<file path="config.mk">
export PLATFORM = sky130hd
export DESIGN_NAME = piso_tx
export DESIGN_NICKNAME = d
export VERILOG_FILES = /design/src/rtl/piso_pkg.sv /design/src/rtl/piso_tx.sv
export SDC_FILE = /design/constraint.sdc
export NUM_CORES = 1
export LEC_CHECK = 0
export CAP_MARGIN = 10
export CORE_AREA = 2 2 39 41
export CTS_CLUSTER_SIZE = 40
export DETAILED_ROUTE_END_ITERATION = 7
export DIE_AREA = 0 0 41 43
export PLACE_DENSITY_LB_ADDON = 0.25
export SETUP_SLACK_MARGIN = 0.15
export SYNTH_ARGS = -nofsm -noshare
export SYNTH_HDL_FRONTEND = slang
export SYNTH_SLANG_ARGS = --single-unit
</file>
<file path="constraint.sdc">
create_clock -name clk -period 1.2 [get_ports clk]
set_clock_uncertainty 0.1 [all_clocks]
set_input_delay 0.24 -clock clk [delete_from_list [all_inputs] [get_ports clk]]
set_output_delay 0.24 -clock clk [all_outputs]
set_load 0.01 [all_outputs]
</file>
<file path="src/rtl/piso_pkg.sv">
// Shared definitions for the piso serial link (transmitter and matching receiver).
// Latency: n/a (types and constants only).
// Backpressure: n/a.
package piso_pkg;

    // Word width used by both ends of the link unless overridden per instance.
    localparam int WIDTH_DEFAULT = 4;

    // Transmitter frame state. PARITY is only reachable when PISO_PARITY_EN is defined.
    typedef enum logic [1:0] {
        IDLE   = 2'd0,
        SHIFT  = 2'd1,
        PARITY = 2'd2
    } state_t;

endpackage

</file>
<file path="src/rtl/piso_tx.sv">
// Parallel-in serial-out transmitter: one WIDTH-bit word in, one bit per clock out, frame_start on bit 0.
// Latency: first bit on sout the cycle after the transfer edge; outputs are registered.
// Backpressure: in_ready only in IDLE and in the frame's final cycle (optional PISO_PARITY_EN adds a parity bit).
module piso_tx
    import piso_pkg::*;
#(
    parameter int WIDTH     = WIDTH_DEFAULT,
    parameter bit MSB_FIRST = 1'b1
) (
    input  logic             clk,
    input  logic             rst,
    input  logic [WIDTH-1:0] in,
    input  logic             in_valid,
    output logic             in_ready,
    output logic             sout,
    output logic             sout_valid,
    output logic             frame_start,
    output logic             busy
);

    localparam int             CW       = $clog2(WIDTH);
    localparam logic [CW-1:0]  LAST_CNT = CW'(WIDTH - 1);

    state_t           state_q, state_d;
    logic [WIDTH-1:0] shreg_q, shreg_d;
    logic [CW-1:0]    cnt_q, cnt_d;
    logic             sout_q, sout_d;
    logic             sout_valid_q, sout_valid_d;
    logic             frame_start_q, frame_start_d;
    logic             rdy;
    logic             load;
`ifdef PISO_PARITY_EN
    logic             parity_q, parity_d;
`endif

    // Bit that leaves the word first for the configured bit order.
    function automatic logic head_bit(input logic [WIDTH-1:0] w);
        return MSB_FIRST ? w[WIDTH-1] : w[0];
    endfunction

    // Move the next bit into the head position, zero-filling the vacated end.
    function automatic logic [WIDTH-1:0] advance(input logic [WIDTH-1:0] w);
        return MSB_FIRST ? (w << 1) : (w >> 1);
    endfunction

    // Next-state, handshake and next-output logic for the frame FSM.
    always_comb begin
        state_d       = state_q;
        shreg_d       = shreg_q;
        cnt_d         = cnt_q;
        sout_d        = 1'b0;
        sout_valid_d  = 1'b0;
        frame_start_d = 1'b0;
        rdy           = 1'b0;
`ifdef PISO_PARITY_EN
        parity_d      = parity_q;
`endif

        unique case (state_q)
            IDLE: begin
                rdy = 1'b1;
            end
            SHIFT: begin
                if (cnt_q != LAST_CNT) begin
                    // The register already excludes the bit on sout, so its head is the next bit.
                    sout_d       = head_bit(shreg_q);
                    sout_valid_d = 1'b1;
                    shreg_d      = advance(shreg_q);
                    cnt_d        = cnt_q + CW'(1);
                end else begin
`ifdef PISO_PARITY_EN
                    state_d      = PARITY;
                    sout_d       = parity_q;
                    sout_valid_d = 1'b1;
`else
                    // Last data bit is on the line: a new word may follow with no gap.
                    rdy          = 1'b1;
                    state_d      = IDLE;
`endif
                end
            end
`ifdef PISO_PARITY_EN
            PARITY: begin
                rdy     = 1'b1;
                state_d = IDLE;
            end
`endif
            default: begin
                state_d = IDLE;
            end
        endcase

        in_ready = rdy && !rst;
        load     = in_valid && in_ready;

        // A transfer overrides the end-of-frame decision, giving back-to-back frames.
        if (load) begin
            state_d       = SHIFT;
            shreg_d       = advance(in);
            cnt_d         = '0;
            sout_d        = head_bit(in);
            sout_valid_d  = 1'b1;
            frame_start_d = 1'b1;
`ifdef PISO_PARITY_EN
            parity_d      = ^in;
`endif
        end
    end

    // State and output registers; reset abandons any frame in flight.
    always_ff @(posedge clk) begin
        if (rst) begin
            state_q       <= IDLE;
            shreg_q       <= '0;
            cnt_q         <= '0;
            sout_q        <= 1'b0;
            sout_valid_q  <= 1'b0;
            frame_start_q <= 1'b0;
`ifdef PISO_PARITY_EN
            parity_q      <= 1'b0;
`endif
        end else begin
            state_q       <= state_d;
            shreg_q       <= shreg_d;
            cnt_q         <= cnt_d;
            sout_q        <= sout_d;
            sout_valid_q  <= sout_valid_d;
            frame_start_q <= frame_start_d;
`ifdef PISO_PARITY_EN
            parity_q      <= parity_d;
`endif
        end
    end

    assign sout        = sout_q;
    assign sout_valid  = sout_valid_q;
    assign frame_start = frame_start_q;
    assign busy        = (state_q != IDLE);

endmodule

</file>
# After elaboration in Yosys (flattened, before gate mapping)
# Cells that the tools add are included.
# op_classes
addsub,1
multipliers,0
div,0
order_cmp,0
n_eq_ne,5
n_shift,0
mux,15
n_bitwise,1
n_reduce_logical,12
# op_table
op,count
4-bit two-way mux,3
1-bit two-way mux,9
2-bit AND reduction,4
2-bit inequality test (second input constant),3
2-bit nonzero test,3
2-bit case mux with 2 select lines,1
3-bit inequality test (second input constant),1
2-bit by 1-bit adder with 2-bit output (second input constant),1
2-bit by 1-bit equality test with 1-bit output (second input constant),1
1-bit logical AND,2
2-bit zero test,1
2-bit two-way mux,1
1-bit case mux with 2 select lines,1
2-bit OR reduction,1
1-bit zero test,1
1-bit NOT,1
# word_totals
ff_bits,10
latch_bits,0
ramBits,0
rom_bits,0
input_bits,7
out_inout_bits,5
wordCells,41
memories,0

# Logic depth before layout (Yosys ltp)
# Gate-level depths: netlist (run 1).
# depth
word_depth,7
depth_mapped,4
depth_no_buf,4

# Worst setup path after synthesis (run 1)
# OpenSTA, ideal clock, no wires.
# synth_timing
path_type,register to register
start,register cnt_q[0]
end,"register frame_start_q, in the netlist frame_start"
setup_time_ns,0.116
t_arrival_ns,1.005
t_required_ns,0.984
setup_slack_ns,-0.021
path_stages_with_launch,5
path_buffers,0
synth_period_minus_slack_ns,1.221
path_cell_list,dfxtp_1 ha_1 and2b_1 nor2_2 and2_2
# synth_via
elab_chain_cells,6
# synth_lines
item,line_no,rtl
"start, declared",piso_tx.sv:26,"logic [CW-1:0] cnt_q, cnt_d;"
"start signal, assigned",piso_tx.sv:125,cnt_q <= cnt_d;
2-bit inequality test,piso_tx.sv:64,if (cnt_q != LAST_CNT) begin
1-bit two-way mux,piso_tx.sv:64,
1-bit case mux with 2 select lines,piso_tx.sv:59,unique case (state_q)
1-bit logical AND,piso_tx.sv:93,in_ready = rdy && !rst;
via in_ready,piso_tx.sv:14,"output logic in_ready,"
1-bit logical AND,piso_tx.sv:94,load = in_valid && in_ready;
1-bit two-way mux,piso_tx.sv:97,if (load) begin
"end signal, assigned",piso_tx.sv:128,frame_start_q <= frame_start_d;
"end, declared",piso_tx.sv:29,"logic frame_start_q, frame_start_d;"
# The timed path passes the listed nets, and every way through them passes these cells.
# A chain may end at the register's enable or synchronous reset.

# Final worst setup path (run 1)
# layout_timing
start,register cnt_q[1]
end,output in_ready
# layout_via
elab_chain_cells,4
# layout_lines
item,line_no
2-bit inequality test,piso_tx.sv:64
1-bit two-way mux,piso_tx.sv:64
1-bit case mux with 2 select lines,piso_tx.sv:59
1-bit logical AND,piso_tx.sv:93
"end, declared",piso_tx.sv:14
# Every way passes these cells.

==> out/results.txt, run 1 <==
Largest family of logic cells by synthesized area: simple AND/OR/NAND/NOR gates
Switching power: 0.000171 W
Synth Area in XOR/XNOR: 0%
Netlist Area Pre-Place: 354 um2
Met2 WL: 395 um
Dpl hpwl: 517 um
Dpl ws: -0.468 ns
Area Overhead vs Synth: 71.7%
Period utilization: 125%
Die height: 43 um
Synth Area in Adders: 3.53%
Mapped Cells: 36
M1 wire length: 322 um
Final setup fails: 8
Cells after DPL: 66
Sw frac: 24.3%
Avg Cell Area, Syn: 9.84 um2
Seq/Total Area, Yosys: 50.9%
#FFs+latches synth: 9
Critical Path Start: cnt_q[1]
Cts hold-fix bufs: 0
Slew Viols, Final: 0
Crit path DAT: 1.16 ns
Share of layout cells above drive strength 1: 52.6%
Met3 wire length: 58 um
Least-Margin Pin Slew: 0.313 ns
Int Pwr: 0.000531 W
Logic pwr share: 20.2%
Total Die Area: 1760 um2
# Max-Cap Violations: 0
Commonest non-fill, non-tap cell in the layout: buf_4
Status: complete, but fails checks
Crit path launch type: flop
Synth cell types: 16
Vias in the first global route: 290
Fmax: 0.668 GHz
CP Max Fanout: 2
Failing checks: setup timing
Starting density of the core: 25.6%
P_leak: 0.254 nW
Overall Power: 0.000702 W
Setup crit end kind: primary output
Post-DP Area: 527 um2
Vias per inst: 4.49
Port buffer count: 11
Die Wd: 41 um
Largest net degree at the start of global routing: 9
GR Util All Layers: 9.97%
Worst-path clk slew: 0.06 ns
Synth Area in Simple Gates: 24.0%
DRT Wirelength: 797 um
WP data required: 0.86 ns
Final hold violation count: 0
Ports: 12
Most frequent cells in the layout: buf_4, clkdlybuf4s50_1, buf_6, dfxtp_1
Multiplexer share of the synthesized area: 8.48%
Max-slew headroom: 79.1%
Worst vdd ir: 0.000524 V
RSZ-0062 raised after global routing: yes
Final WS setup: -0.298 ns
Uppermost layer routed: met4
Num CTS Buffers: 3
GP Congestion: 0.669
Finished Layout Cells: 73
First-pass GRT wire length: 1120 um
Clock Path Buffers: 2
Post-layout minimum cycle time: 1.50 ns
WS Path Type: reg2out
Fin area: 608 um2
Worst Hold Class: reg2reg
Clock power frac: 32.9%
Fillers: 146
# rows: 14
Clk root buf: clkbuf_4
Initial antenna violation count: 0
Final net count: 66
CTS tree: yes
Core Box Area: 1380 um2
Seq pwr share: 46.9%
Syn Nets: 44
WL/cell: 10.9 um
First-pass DRT Iterations: 4
Detailed Route Iter0 Violations: 2
Antenna Nets Post-Route: 0
Residual DRC count: 0
Detailed-route via count: 328
Clk sink count: 9
H-tree depth: 1
Clock Latency Late Sink: 0.25 ns
GRT overflow: 0
# diodes: 0
Yosys warning total: 0
PwrDens: 1150 nW/um2
Startpoint of the worst hold path: shreg_q[3]
Crit Reg-Reg Startpoint: cnt_q[1]
Compound-Gate Fraction of Synth Area: 8.48%
logic make-up (layout without fill, tap and decap cells):
| logic type | Yosys count | after routing |
|---|---|---|
| simple gates | 16 | 16 |
| mux | 3 | 3 |
| fa+ha+maj | 1 | 1 |
| buf+inv | 2 | 23 |
| compound gates | 5 | 5 |
| flops | 9 | 9 |
synth_stat cells, drive strengths merged:
cell    count  area share (%)
and2b       1             2.1
nor3        1             1.4
nand3b      2             4.2
a211oi      2             4.2
a21oi       3             4.2
nand2       2             2.1
ha          1             3.5
mux2i       3             8.5
clkbuf      1             1.4
buf         1             3.2
nand3       1             1.4
and2        1             2.1
nor2        6             7.1
dfxtp       9              51
nand2b      2             3.5
per-stage QoR:
step | hold WS, ns | util, % | setup TNS [ns]
after floorplan | 0.304 | - | 0
after global placement | 0.346 | 38.1 | -2.42
after detailed placement | 0.352 | 38.1 | -2.36
after CTS | 0.361 | 40.6 | -0.420
after global routing | 0.416 | 43.9 | -1.17
final | 0.362 | 43.9 | -0.846
power by group through the flow:
stage           logic, W  registers (W)  clock network, W
6_report        0.000141       0.000329          0.000231
5_1_grt         0.000154       0.000331          0.000261
4_1_cts         0.000122       0.000328          0.000242
3_5_place_dp    0.000118       0.000335                 0
3_3_place_gp    0.000117       0.000335                 0
2_1_floorplan  0.0000524       0.000339                 0
timing repair:
| item | in CTS | in global routing |
|---|---|---|
| setup buffers | 1 | 2 |
| endpoints found under the setup margin | 14 | 13 |
| resized for setup | 28 | 7 |
| pin swaps | 1 | 1 |
| gates cloned | 0 | 0 |
worst max-delay path, stage by stage, from the launching register on:
cell,delay [ns]
dfxtp_2,0.35
ha_4,0.13
and2b_2,0.23
nor2_4,0.09
buf_6,0.10
registers in the layout (all words and copies together), names as in the netlist:
| signal | count |
|---|---|
| sout_valid | 1 |
| frame_start | 1 |
| sout | 1 |
| cnt_q | 2 |
| state_q | 1 |
| shreg_q | 3 |
metal layers:
layer  vias up  GRT usage, %
met5         -             0
met4         0          8.00
met3         4          3.14
met2         9          15.6
met1       150          10.1
li1        165             -
final timing paths:
path / slack (ns) / to / cells after the start
worst max register to register: -0.10 / sout / 6
worst max-delay path: -0.30 / in_ready / 4
worst min register to register: 0.36 / sout / 2
worst min-delay path: 0.36 / sout / 2
layout make-up:
class	instances	area, um2	share of cell area [%]
clock buffers	4	26.3	4.32
multi-input cells	25	206	34.0
flip-flops and latches	9	185	30.5
well taps	16	20.0	3.29
repair buffers	19	170	28.0
Note: power is estimated with default switching activity, not from simulation.
==> run 2, diff against run 1 <==
RECOVER_POWER = 50   (was unset)
==> out/results.txt, run 2 (synthesized netlist as in run 1, its figures left out) <==
Status: complete, but fails checks
Failing checks: setup timing
WP data required: 0.86 ns
Clock Latency Late Sink: 0.25 ns
Fillers: 146
Core Box Area: 1380 um2
R2R Setup Slk: -0.10 ns
Total Die Area: 1760 um2
WS Path Type: reg2out
Worst-path clk slew: 0.06 ns
Crit path DAT: 1.16 ns
DRT Wirelength: 795 um
GR Util All Layers: 9.97%
Register area: 184 um2
Initial antenna violation count: 0
Reg with most FFs: shreg_q
Starting density of the core: 25.6%
Final net count: 66
# diodes: 0
Vias in the first global route: 290
PwrDens: 1160 nW/um2
First-pass GRT wire length: 1120 um
Clk root buf: clkbuf_4
Area of the multi-input gates: 206 um2
RSZ-0062 raised after global routing: yes
Ports: 12
Crit Reg-Reg Startpoint: cnt_q[1]
Fin Setup TNS: -0.830 ns
GP Congestion: 0.669
Final hold violation count: 0
Worst Reg2Reg Path Length in Cells: 6
Worst R2R End: sout
Period utilization: 125%
Vias per inst: 4.40
Fin util: 43.7%
Final setup fails: 8
Cells after DPL: 66
P_leak: 0.247 nW
Hold endpoint: sout
Max-slew headroom: 79.4%
Share of layout cells above drive strength 1: 47.4%
Fmax: 0.669 GHz
Final WS setup: -0.295 ns
Worst vdd ir: 0.000526 V
Overall Power: 0.000699 W
Antenna Nets Post-Route: 0
Post-layout minimum cycle time: 1.50 ns
Clock Path Buffers: 2
Largest regs: shreg_q x3, cnt_q x2
Slew Viols, Final: 0
Die height: 43 um
Die Wd: 41 um
Finished Layout Cells: 73
Setup crit end kind: primary output
Worst Hold Class: reg2reg
Hold path cells: 2
Detailed-route via count: 321
First-pass DRT Iterations: 1
Residual DRC count: 0
Startpoint of the worst hold path: shreg_q[3]
CP Max Fanout: 2
Port buffer count: 11
Largest net degree at the start of global routing: 9
Critical Path Start: cnt_q[1]
Cts hold-fix bufs: 0
GRT overflow: 0
Most frequent cells in the layout: dfxtp_1, buf_4, clkdlybuf4s50_1, buf_6, nor2_1
Area Overhead vs Synth: 70.7%
CTS tree: yes
Least-Margin Pin Slew: 0.309 ns
# rows: 14
Detailed Route Iter0 Violations: 0
Max reg flops: 3
Crit path launch type: flop
Num CTS Buffers: 3
# Max-Cap Violations: 0
Dpl hpwl: 517 um
H-tree depth: 1
Clk sink count: 9
WL/cell: 10.9 um
-- run 2: changes by cell type in the layout (fill, tap and decap cells not counted), sizes merged --
| cell | change |
|---|---|
| buf | -2 |
| clkbuf | +2 |
-- run 2: repair_timing --
item	4_1_cts	5_1_grt
setup buffers	1	2
resized for setup	28	7
setup endpoints to repair	14	13
pin swaps	1	1
-- run 2: per-stage QoR --
stage	hold WS [ns]	worst slack, ns	cell area, um2
2_1_floorplan	0.304	0.0303	375
3_3_place_gp	0.346	-0.459	527
3_5_place_dp	0.352	-0.468	527
4_1_cts	0.361	-0.305	562
5_1_grt	0.416	-0.340	604
6_report	0.363	-0.295	604
-- run 2: critical path: stages, from the launching register on --
cell and delay [ns]:
dfxtp_2 0.35, ha_4 0.13, and2b_2 0.23, nor2_4 0.09
buf_6 0.10
-- run 2: power by group --
group / internal [W] / switching [W]
clock network: 0.000128 / 0.000102
logic: 0.0000819 / 0.0000585
registers: 0.000320 / 0.00000931
total: 0.000529 / 0.000170
-- run 2: per-layer routing --
layer  share of wire [%]  global-route usage [%]  up-vias
met3                 7.2                    3.14        2
met5                   0                       0        -
li1                    -                       -      165
met4                 1.8                    8.00        0
met2                  49                    15.6        7
met1                  42                    10.1      147
-- run 2: how the worst max path moves through the flow --
stage                   to  slack, ns
2_1_floorplan  frame_start       0.03
3_3_place_gp      in_ready      -0.46
3_5_place_dp      in_ready      -0.47
4_1_cts           in_ready      -0.31
5_1_grt           in_ready      -0.34
6_report          in_ready      -0.30
-- run 2: cell type report --
type / instances / share of cell area [%]
Multi-Input combinational cell: 25 / 34.2
Sequential cell: 9 / 30.4
Timing Repair Buffer: 19 / 27.7
Clock buffer: 4 / 4.35
Tap cell: 16 / 3.31
